[src/rtl/irq_ctrl.sv]
// -----------------------------------------------------------------------------
// irq_ctrl -- five-source vectored interrupt controller for a Z80-style CPU.
//
// Source 0 is an internal 16-bit down-counting timer; sources 1-4 are the
// edge-detected peripheral request lines irq_src_i[3:0]. Priority is fixed,
// lowest index highest. During an interrupt-acknowledge cycle (M1 + IORQ)
// the block drives a vector {VBASE[7:4], idx, 0} on data_o and asserts
// vec_oe_o so the top-level data mux selects it.
//
// Ports
//   clk_i       system clock (CPU clock)
//   rst_n_i     asynchronous active-low reset
//   wr_n        CPU write strobe, active low
//   m1_n        CPU M1 cycle indicator, active low
//   ioreq_n     CPU IO request, active low
//   reg_addr_i  register select (cpu_addr[3:0])
//   data_i      CPU write data
//   irq_cs      register chip select from the address decoder
//   irq_src_i   peripheral level requests, sources 1-4
//   data_o      register read data, or vector while vec_oe_o=1
//   vec_oe_o    high during the acknowledge cycle
//   int_n       interrupt request to the CPU, active low (registered)
//
// Register map (reg_addr_i)
//   0 PENDING (W1C)  1 ENABLE (4:0 sources, 7 global)  2 VBASE
//   3 DIV_L  4 DIV_H (write loads counter)  5 TCTRL (bit0 run)
//   6 CNT_L (read latches CNT_H snapshot)   7 CNT_H snapshot
//   8-15 read 0x00, writes ignored
// -----------------------------------------------------------------------------
module irq_ctrl (
    input  logic       clk_i,
    input  logic       rst_n_i,
    input  logic       wr_n,
    input  logic       m1_n,
    input  logic       ioreq_n,
    input  logic [3:0] reg_addr_i,
    input  logic [7:0] data_i,
    input  logic       irq_cs,
    input  logic [3:0] irq_src_i,
    output logic [7:0] data_o,
    output logic       vec_oe_o,
    output logic       int_n
);

    typedef enum logic [1:0] {
        ST_IDLE = 2'd0,
        ST_ACK  = 2'd1,
        ST_DONE = 2'd2
    } state_e;

    localparam logic [2:0] IDX_NONE = 3'd7;

    // Highest-priority (lowest index) set bit, or IDX_NONE when empty.
    function automatic logic [2:0] prio_idx(input logic [4:0] req);
        logic [2:0] idx;
        casez (req)
            5'b????1: idx = 3'd0;
            5'b???10: idx = 3'd1;
            5'b??100: idx = 3'd2;
            5'b?1000: idx = 3'd3;
            5'b10000: idx = 3'd4;
            default:  idx = IDX_NONE;
        endcase
        return idx;
    endfunction

    // state
    logic [3:0]  sync1_q, sync1_d;
    logic [3:0]  sync2_q, sync2_d;
    logic [3:0]  prev_q,  prev_d;
    logic [1:0]  arm_q,   arm_d;
    logic [4:0]  pend_q,  pend_d;
    logic [7:0]  en_q,    en_d;
    logic [7:0]  vbase_q, vbase_d;
    logic [7:0]  div_l_q, div_l_d;
    logic [7:0]  div_h_q, div_h_d;
    logic        tctrl_q, tctrl_d;
    logic [15:0] cnt_q,   cnt_d;
    logic [7:0]  snap_q,  snap_d;
    state_e      state_q, state_d;
    logic [2:0]  idx_q,   idx_d;
    logic        int_n_q, int_n_d;

    // combinational helpers
    logic        wr_en_s;
    logic        rd_en_s;
    logic [15:0] div_s;
    logic [3:0]  edge_s;
    logic        tick_s;
    logic [4:0]  clr_s;
    logic [4:0]  set_s;
    logic [7:0]  rd_data_s;

    assign wr_en_s = irq_cs & ~wr_n & ~ioreq_n;
    // An acknowledge cycle is not a register read.
    assign rd_en_s = irq_cs & wr_n & ~ioreq_n & m1_n;
    assign div_s   = {div_h_q, div_l_q};

    // Input synchronisers and rising-edge detect. Edges are ignored until the
    // pipeline has been refilled after reset, so lines already high at reset
    // release are not mistaken for edges.
    always_comb begin
        sync1_d = irq_src_i;
        sync2_d = sync1_q;
        prev_d  = sync2_q;
        if (arm_q == 2'd3) begin
            arm_d  = arm_q;
            edge_s = sync2_q & ~prev_q;
        end else begin
            arm_d  = arm_q + 2'd1;
            edge_s = 4'b0000;
        end
    end

    // Register writes and the CNT_H snapshot.
    always_comb begin
        en_d    = en_q;
        vbase_d = vbase_q;
        div_l_d = div_l_q;
        div_h_d = div_h_q;
        tctrl_d = tctrl_q;
        snap_d  = snap_q;
        if (wr_en_s) begin
            case (reg_addr_i)
                4'd1:    en_d    = data_i & 8'h9F;
                4'd2:    vbase_d = data_i;
                4'd3:    div_l_d = data_i;
                4'd4:    div_h_d = data_i;
                4'd5:    tctrl_d = data_i[0];
                default: en_d    = en_q;
            endcase
        end else begin
            en_d = en_q;
        end
        // Snapshot the high byte alongside the low byte the CPU is reading.
        if (rd_en_s && (reg_addr_i == 4'd6)) begin
            snap_d = cnt_q[15:8];
        end else begin
            snap_d = snap_q;
        end
    end

    // Timer: DIV_H write loads, otherwise count down and reload at 1.
    always_comb begin
        cnt_d  = cnt_q;
        tick_s = 1'b0;
        if (wr_en_s && (reg_addr_i == 4'd4)) begin
            cnt_d = {data_i, div_l_q};
        end else if (tctrl_q && (div_s != 16'h0000)) begin
            // A counter left at 0 (DIV changed without a DIV_H write)
            // reloads silently instead of wrapping through 0xFFFF.
            if (cnt_q <= 16'h0001) begin
                cnt_d  = div_s;
                tick_s = (cnt_q == 16'h0001);
            end else begin
                cnt_d = cnt_q - 16'h0001;
            end
        end else begin
            cnt_d = cnt_q;
        end
    end

    // Pending bits: sets take precedence over W1C and acknowledge clears.
    always_comb begin
        clr_s = 5'b00000;
        set_s = {edge_s, tick_s};
        if (wr_en_s && (reg_addr_i == 4'd0)) begin
            clr_s = data_i[4:0];
        end else begin
            clr_s = 5'b00000;
        end
        if ((state_q == ST_DONE) && (idx_q != IDX_NONE)) begin
            clr_s = clr_s | (5'b00001 << idx_q);
        end else begin
            clr_s = clr_s;
        end
        pend_d = (pend_q & ~clr_s) | set_s;
    end

    // Acknowledge FSM next state and the registered int_n request.
    always_comb begin
        state_d = state_q;
        idx_d   = idx_q;
        case (state_q)
            ST_IDLE: begin
                if (!m1_n && !ioreq_n) begin
                    state_d = ST_ACK;
                    idx_d   = prio_idx(pend_q & en_q[4:0] & {5{en_q[7]}});
                end else begin
                    state_d = ST_IDLE;
                end
            end
            ST_ACK: begin
                if (m1_n || ioreq_n) begin
                    state_d = ST_DONE;
                end else begin
                    state_d = ST_ACK;
                end
            end
            ST_DONE: state_d = ST_IDLE;
            default: state_d = ST_IDLE;
        endcase
        int_n_d = ~(en_q[7] && ((pend_q & en_q[4:0]) != 5'b00000)
                    && (state_q == ST_IDLE));
    end

    // Register read mux; vector overrides it during acknowledge.
    always_comb begin
        case (reg_addr_i)
            4'd0:    rd_data_s = {3'b000, pend_q};
            4'd1:    rd_data_s = en_q;
            4'd2:    rd_data_s = vbase_q;
            4'd3:    rd_data_s = div_l_q;
            4'd4:    rd_data_s = div_h_q;
            4'd5:    rd_data_s = {7'b0000000, tctrl_q};
            4'd6:    rd_data_s = cnt_q[7:0];
            4'd7:    rd_data_s = snap_q;
            default: rd_data_s = 8'h00;
        endcase
        if (state_q == ST_ACK) begin
            data_o = {vbase_q[7:4], idx_q, 1'b0};
        end else begin
            data_o = rd_data_s;
        end
    end

    assign vec_oe_o = (state_q == ST_ACK);
    assign int_n    = int_n_q;

    // State registers with asynchronous reset.
    always_ff @(posedge clk_i or negedge rst_n_i) begin
        if (!rst_n_i) begin
            sync1_q <= 4'b0000;
            sync2_q <= 4'b0000;
            prev_q  <= 4'b0000;
            arm_q   <= 2'd0;
            pend_q  <= 5'b00000;
            en_q    <= 8'h00;
            vbase_q <= 8'h00;
            div_l_q <= 8'h00;
            div_h_q <= 8'h00;
            tctrl_q <= 1'b0;
            cnt_q   <= 16'h0000;
            snap_q  <= 8'h00;
            state_q <= ST_IDLE;
            idx_q   <= IDX_NONE;
            int_n_q <= 1'b1;
        end else begin
            sync1_q <= sync1_d;
            sync2_q <= sync2_d;
            prev_q  <= prev_d;
            arm_q   <= arm_d;
            pend_q  <= pend_d;
            en_q    <= en_d;
            vbase_q <= vbase_d;
            div_l_q <= div_l_d;
            div_h_q <= div_h_d;
            tctrl_q <= tctrl_d;
            cnt_q   <= cnt_d;
            snap_q  <= snap_d;
            state_q <= state_d;
            idx_q   <= idx_d;
            int_n_q <= int_n_d;
        end
    end

endmodule

[config.mk]
export PLATFORM = sky130hd
export DESIGN_NAME = irq_ctrl
export DESIGN_NICKNAME = d
export VERILOG_FILES = /design/src/rtl/irq_ctrl.sv
export SDC_FILE = /design/constraint.sdc
export NUM_CORES = 1
export LEC_CHECK = 0
export ABC_AREA = 1
export BUFFER_PORTS_ARGS = -buffer_cell sky130_fd_sc_hd__buf_2
export CORE_ASPECT_RATIO = 1.4
export CORE_UTILIZATION = 52
export DETAILED_ROUTE_END_ITERATION = 8
export PLACE_DENSITY = 0.82
export SETUP_SLACK_MARGIN = 0.1
export SYNTH_ARGS = -nofsm -noshare
export SYNTH_HDL_FRONTEND = slang
export SYNTH_SLANG_ARGS = --single-unit
[constraint.sdc]
create_clock -name clk_i -period 1.83 [get_ports clk_i]
set_clock_uncertainty 0.15 [all_clocks]
set_input_delay 0.0915 -clock clk_i [delete_from_list [all_inputs] [get_ports clk_i]]
set_output_delay 0.0915 -clock clk_i [all_outputs]
set_load 0.01 [all_outputs]
=== Yosys cells after proc, flatten, opt, wreduce, memory -nomap -nowiden ===
Index checks and enable logic that the tools add are counted.

* Register bits after elaboration: 80
* Input port bits: 22
* Output and inout port bits: 10
* Logic and storage cells: 88

* Add/subtract/negate cells: 2
* Order comparisons: 1
* Equal/unequal tests: 16
* Shifts and indexed selects: 1
* Multiplexer cells: 15
* Bitwise gates (word level): 16
* Reduce and logical (&&, ||, !) cells: 22

{| class="wikitable"
|+ Operator list
! operator !! number
|-
| 8-bit one-hot mux with 8 select lines || 1
|-
| 16-bit 2-to-1 mux || 3
|-
| 16-bit by 1-bit equality test with 1-bit output, second input constant || 1
|-
| 4-bit by 3-bit equality test with 1-bit output, second input constant || 4
|-
| 16-bit by 1-bit less-or-equal comparator with 1-bit output, second input constant || 1
|-
| 16-bit nonzero test || 1
|-
| 16-bit by 1-bit subtractor with 16-bit output, second input constant || 1
|-
| 5-bit bitwise AND || 3
|-
| 3-bit one-hot mux with 5 select lines || 1
|-
| 2-bit AND reduction || 6
|-
| 5-bit 2-to-1 mux || 2
|-
| 5-bit OR || 2
|-
| 4-bit by 2-bit equality test with 1-bit output, second input constant || 2
|-
| 1-bit logical AND || 8
|-
| 8-bit 2-to-1 mux || 1
|-
| 2-bit equality test, second input constant || 3
|-
| 1-bit bitwise AND || 5
|-
| 5-bit equality test, second input constant || 1
|-
| 5-bit inverter || 1
|-
| 5-bit nonzero test || 1
|-
| 1-bit by 3-bit left shift with 5-bit output, first input constant || 1
|-
| 4-bit bitwise AND || 1
|-
| 4-bit by 1-bit equality test with 1-bit output, second input constant || 1
|-
| 4-bit equality test, second input constant || 1
|-
| other kinds (15) || 21
|}

=== Logic depth before layout (Yosys ltp) ===
* Depth in word-level cells: 10
* Depth in mapped cells: 12
* Depth with buffers taken out: 11

=== Least setup slack after synthesis ===
OpenSTA, ideal clock, no wires.

* Kind: register to register
* From: register cnt_q[0]
* To: register cnt_q[15]
* Setup time: 0.117 ns
* Arrival: 1.427 ns
* Data required time: 1.563 ns
* Path slack: 0.136 ns
* Cell stages (with the launch flop): 11
* Path buffers: 1
* Period minus slack after synthesis: 1.694 ns
* Cell sequence: dfrtp_1 inv_1 ha_1 nand2_2 a21oi_2 nand2_1 buf_6 nand2_8 o21ai_0 nand3_1 nand2_1

* Cells in the longest elaborated chain, start to end: 4
* Elaborated cells on any way between the ends: 5
* Those cells by class: add/sub (1); order compare (1); mux (3)

{| class="wikitable"
|+ Ends and longest elaborated chain
! element !! RTL line !! text
|-
| start: declaration || 78 || <nowiki>logic [15:0] cnt_q, cnt_d;</nowiki>
|-
| start signal: assignment || 259 || <nowiki>cnt_q <= cnt_d;</nowiki>
|-
| 16-bit by 1-bit subtractor with 16-bit output / 16-bit by 1-bit less-or-equal comparator with 1-bit output (equally long branches) || 156, 152 ||
|-
| 16-bit 2-to-1 mux (*) || 152 || <nowiki>if (cnt_q <= 16'h0001) begin</nowiki>
|-
| 16-bit 2-to-1 mux (*) || 149 || <nowiki>end else if (tctrl_q && (div_s != 16'h0000)) begin</nowiki>
|-
| 16-bit 2-to-1 mux (*) || 147 || <nowiki>if (wr_en_s && (reg_addr_i == 4'd4)) begin</nowiki>
|}

Every way passes the cells marked *; elsewhere a longest branch is shown, timed or not. The select of a mux whose other input is x is not followed.
A chain may end at the register's enable or synchronous reset.

=== Worst setup path after layout ===
* From: register cnt_q[3]
* To: register cnt_q[15]

Same word-level chain as after synthesis.

==> results.py <==
metrics = {
    "outcome": {
        "status": "finished, violations left",
        "failed_checks": "setup timing",
    },
    "layout": {
        "areaGrowthSynthToFinish_pct": 26.2,
        "filler_cell_count": 621,
        "total_area_of_multi_input_combinational_cells_mm2": 0.00217,
        "n_antenna_cell": 0,
        "post_route_cells_drive_above_1_share_pct": 25.3,
        "layout.area.seq_mm2": 0.00201,
        "nets": 681,
        "final_design_area_no_fill_mm2": 0.00544,
    },
    "cts": {
        "number_of_buffers_between_clock_root_and_the_deepest_sink": 2,
        "cts_root_buf": "sky130_fd_sc_hd__clkbuf_8",
        "numCtsBuffers": 9,
        "cts_tree": "built",
        "clock-sinks": 80,
        "htree_num_levels": 3,
        "clkLatencyLatePin_ns": 0.38,
        "clk_pin_slew_ns": 0.09,
    },
    "synth": {
        "netlist_area_before_placement_mm2": 0.00431,
        "synth_cell_types": 41,
        "share_of_flip_flops_with_an_asynchronous_set_or_reset_after_synthesis_pct": 100,
        "syn_nets": 594,
        "yosysWarnings": 0,
        "synth-edff-count": 0,
        "syn_avg_cell_area_um2": 7.57,
        "synth_sequential_area_ratio_pct": 46.6,
        "synthFlopType": "sky130_fd_sc_hd__dfrtp_1",
        "netlist_instances": 569,
        "yosys_register_bits": 80,
    },
    "setup_path": {
        "crit_path_start_kind": "flip-flop",
        "timing.critical_path.slowest_stage_cell": "sky130_fd_sc_hd__dfrtp_1",
        "critPathArrivalTime_ns": 1.95,
        "cell_family_contributing_the_most_delay_on_the_critical_path": "simple AND/OR/NAND/NOR gates",
        "path_class": "flip-flop to flip-flop",
        "critical_path.max_stage_delay_ns": 0.40,
        "cp_cell_sequence": "buf_6 -> nor2_4 -> nand2_2 -> a21oi_4 -> nand2_4 -> buf_8 -> nand2_8 -> o21ai_2 -> nand3_1 -> nand2_1",
        "buffer_and_inverter_count_on_the_worst_path": 2,
        "worstPathRequired_ns": 1.94,
        "crit_fanout": 6,
        "end_kind": "flip-flop",
    },
    "sta": {
        "fmax_mhz": 542,
        "whs_ns": 0.0396,
        "timing_hold_violations_final": 0,
        "worstMarginPinSlew_ns": 0.515,
        "timing.final.setup_violations": 3,
        "finalCriticalPeriod_ns": 1.84,
        "rsz0062_at_grt": "yes",
        "final_max_slew_viols": 0,
        "post-route-period-util_pct": 101,
        "setup_total_negative_slack_ns": -0.0345,
        "setup_slack_ns": -0.0149,
        "worst_slew_margin_rel_pct": 65.7,
    },
    "place": {
        "place_hpwl_um": 9020,
        "replace_congestion": 0.968,
        "placed_cell_area_mm2": 0.00468,
        "placement.io_buffers": 31,
        "preCtsSetupSlack_ns": -0.0213,
    },
    "grt": {
        "grt_remaining_overflow": 0,
        "first_pass_grt_wire_length_um": 19800,
        "first_global_vias": 4263,
        "grt_start_max_net_pins": 39,
        "antenna_found_initial": 0,
        "global_route.usage.total_pct": 30.8,
    },
    "power_and_ir_drop": {
        "internal-power_mw": 3.85,
        "switching_power_mw": 2.71,
        "power-per-cell-area_mw_per_mm2": 1210,
        "p_seq_share_pct": 36.2,
        "clock_power_share_pct": 19.9,
        "power.leakage_nw": 2.72,
        "power.switching_fraction_pct": 41.3,
        "ir_drop_mv": 0.725,
        "combPwrFrac_pct": 43.9,
        "design_power_total_mw": 6.57,
    },
    "floorplanning": {
        "floorplan.core_area_mm2": 0.00789,
        "num_rows": 38,
        "fp.dieArea_mm2": 0.00866,
        "die_y_um": 110,
        "die_w_um": 78.9,
        "top_level_ports": 32,
        "initial_core_util_pct": 54.6,
    },
    "drt": {
        "detail_route.wirelength.met1_um": 4700,
        "met3_length_um": 803,
        "highest_signal_layer": "met4",
        "wirelength_um": 13300,
        "drt_pass1_iterations": 6,
        "post_drt_wl_per_cell_um": 17.4,
        "drtAntennaViolNets": 0,
        "vias": 4437,
        "vias_per_cell": 5.84,
        "drcViolationCount": 0,
        "met2_length_um": 6810,
        "drt_iter0_drcs": 372,
    },
    "hold_path": {
        "holdCritPathClass": "input pin to flip-flop",
    },
    "flow_run": {
        "drv.max_cap_violation_count": 0,
    },
}
[worst reg2reg max path, cell delays in order, from the launching register on]
cell and delay, ns:
sky130_fd_sc_hd__dfrtp_1 0.40, sky130_fd_sc_hd__buf_6 0.14, sky130_fd_sc_hd__nor2_4 0.18, sky130_fd_sc_hd__nand2_2 0.10, sky130_fd_sc_hd__a21oi_4 0.20, sky130_fd_sc_hd__nand2_4 0.10, sky130_fd_sc_hd__buf_8 0.16, sky130_fd_sc_hd__nand2_8 0.09
sky130_fd_sc_hd__o21ai_2 0.06, sky130_fd_sc_hd__nand3_1 0.06, sky130_fd_sc_hd__nand2_1 0.08
[state kept, by name, indices dropped and copies added, names as in the netlist]
register and count:
cnt_q 16, div_h_q 8, div_l_q 8, snap_q 8, vbase_q 8, en_q 6, pend_q 5, prev_d 4
prev_q 4, sync1_q 4, idx_q 3, arm_q 2, state_q 2, int_n 1, tctrl_q 1
[synthesized netlist by cell type, types with 3 or more instances]
| master | n | area (um^2) |
|---|---|---|
| sky130_fd_sc_hd__inv_2 | 4 | 15.0 |
| sky130_fd_sc_hd__buf_2 | 4 | 20.0 |
| sky130_fd_sc_hd__o21ai_0 | 53 | 265 |
| sky130_fd_sc_hd__inv_1 | 70 | 263 |
| sky130_fd_sc_hd__nand3_2 | 3 | 30.0 |
| sky130_fd_sc_hd__nor2_4 | 4 | 45.0 |
| sky130_fd_sc_hd__ha_1 | 3 | 37.5 |
| sky130_fd_sc_hd__o22ai_1 | 9 | 56.3 |
| sky130_fd_sc_hd__dfrtp_1 | 76 | 1900 |
| sky130_fd_sc_hd__nand4_1 | 10 | 62.6 |
| sky130_fd_sc_hd__nand2_2 | 6 | 37.5 |
| sky130_fd_sc_hd__nand3_1 | 54 | 270 |
| sky130_fd_sc_hd__nor2_1 | 42 | 158 |
| sky130_fd_sc_hd__dfstp_2 | 4 | 105 |
| sky130_fd_sc_hd__o21ai_1 | 15 | 75.1 |
| sky130_fd_sc_hd__a21oi_1 | 6 | 30.0 |
| sky130_fd_sc_hd__buf_6 | 3 | 33.8 |
| sky130_fd_sc_hd__nand2_1 | 175 | 657 |
[stage by stage]
step | instances | utilization (%)
6_report | 760 | 68.9
5_1_grt | 760 | 68.9
4_1_cts | 749 | 64.7
3_5_place_dp | 711 | 59.3
3_3_place_gp | 711 | 59.3
2_1_floorplan | 569 | -
[area by class of cell]
class / instances / share of cell area [%]
inverter: 76 / 5.39
clock buffer: 12 / 2.67
multi-input combinational: 405 / 39.9
clock inverter: 3 / 0.783
timing repair buffer: 84 / 12.0
tap: 100 / 2.30
sequential: 80 / 36.9
[power by group through the flow]
| stage | Sequential (mW) | Combinational (mW) | Clock, mW |
|---|---|---|---|
| final | 2.38 | 2.88 | 1.31 |
| after floorplan | 2.33 | 1.46 | 0 |
| after CTS | 2.36 | 2.31 | 1.31 |
| after global placement | 2.38 | 2.06 | 0 |
| after detailed placement | 2.39 | 2.11 | 0 |
| after global routing | 2.42 | 3.13 | 1.38 |
[worst paths after layout]
kind / from / endpoint / slack [ns] / cells past startpoint
setup / recovery: cnt_q[3] / cnt_q[15] / -0.01 / 10
hold / removal: reg_addr_i[2] / tctrl_q / 0.04 / 5
setup reg to reg: cnt_q[3] / cnt_q[15] / -0.01 / 10
hold reg to reg: sync1_q[2] / prev_d[2] / 0.21 / 0
max in group asynchronous: rst_n_i / cnt_q[9] / 0.83 / 3
min in group asynchronous: rst_n_i / snap_q[2] / 0.08 / 2
[layout by cell type, fill, tap and decap left out, drive strengths merged, types with 2 or more instances in the layout]
cell and count:
a21oi 7, a41oi 2, buf 65, clkbuf 13, clkinv 2, clkinvlp 2, dfrtp 76, dfstp 4
dlygate4sd3 18, ha 3, inv 74, mux2 2, nand2 184, nand3 57, nand4 10, nor2 49
o21ai 70, o22ai 9, o2bb2ai 2, xnor2 2
[logic make-up (layout without fill, tap and decap cells)]
group | after synthesis | in the layout | synth area share, %
AOI/OAI and AO/OA | 93 | 93 | 11.9
buffers and inverters | 86 | 175 | 8.28
adders and majority gates | 3 | 3 | 0.872
DFF | 80 | 80 | 46.6
and+or+nand+nor | 302 | 304 | 31.2
muxes | 2 | 2 | 0.523
xor gates and xnor gates | 3 | 3 | 0.610
[timing repair]
action | in CTS | in global routing
hold buffers | 18 | 0
setup buffers | 5 | 8
cloned | 0 | 3
endpoints found under the hold margin | 124 | 0
endpoints found under the setup margin | 22 | 36
resized for setup | 12 | 79
pin swaps | 2 | 21
[layer usage]
metal / vias up / track usage, %
met1: 2069 / 33.1
li1: 2025 / -
met2: 260 / 53.9
met3: 83 / 4.90
met4: 0 / 23.6
met5: - / 0
Power figures use the tool's default switching activity.
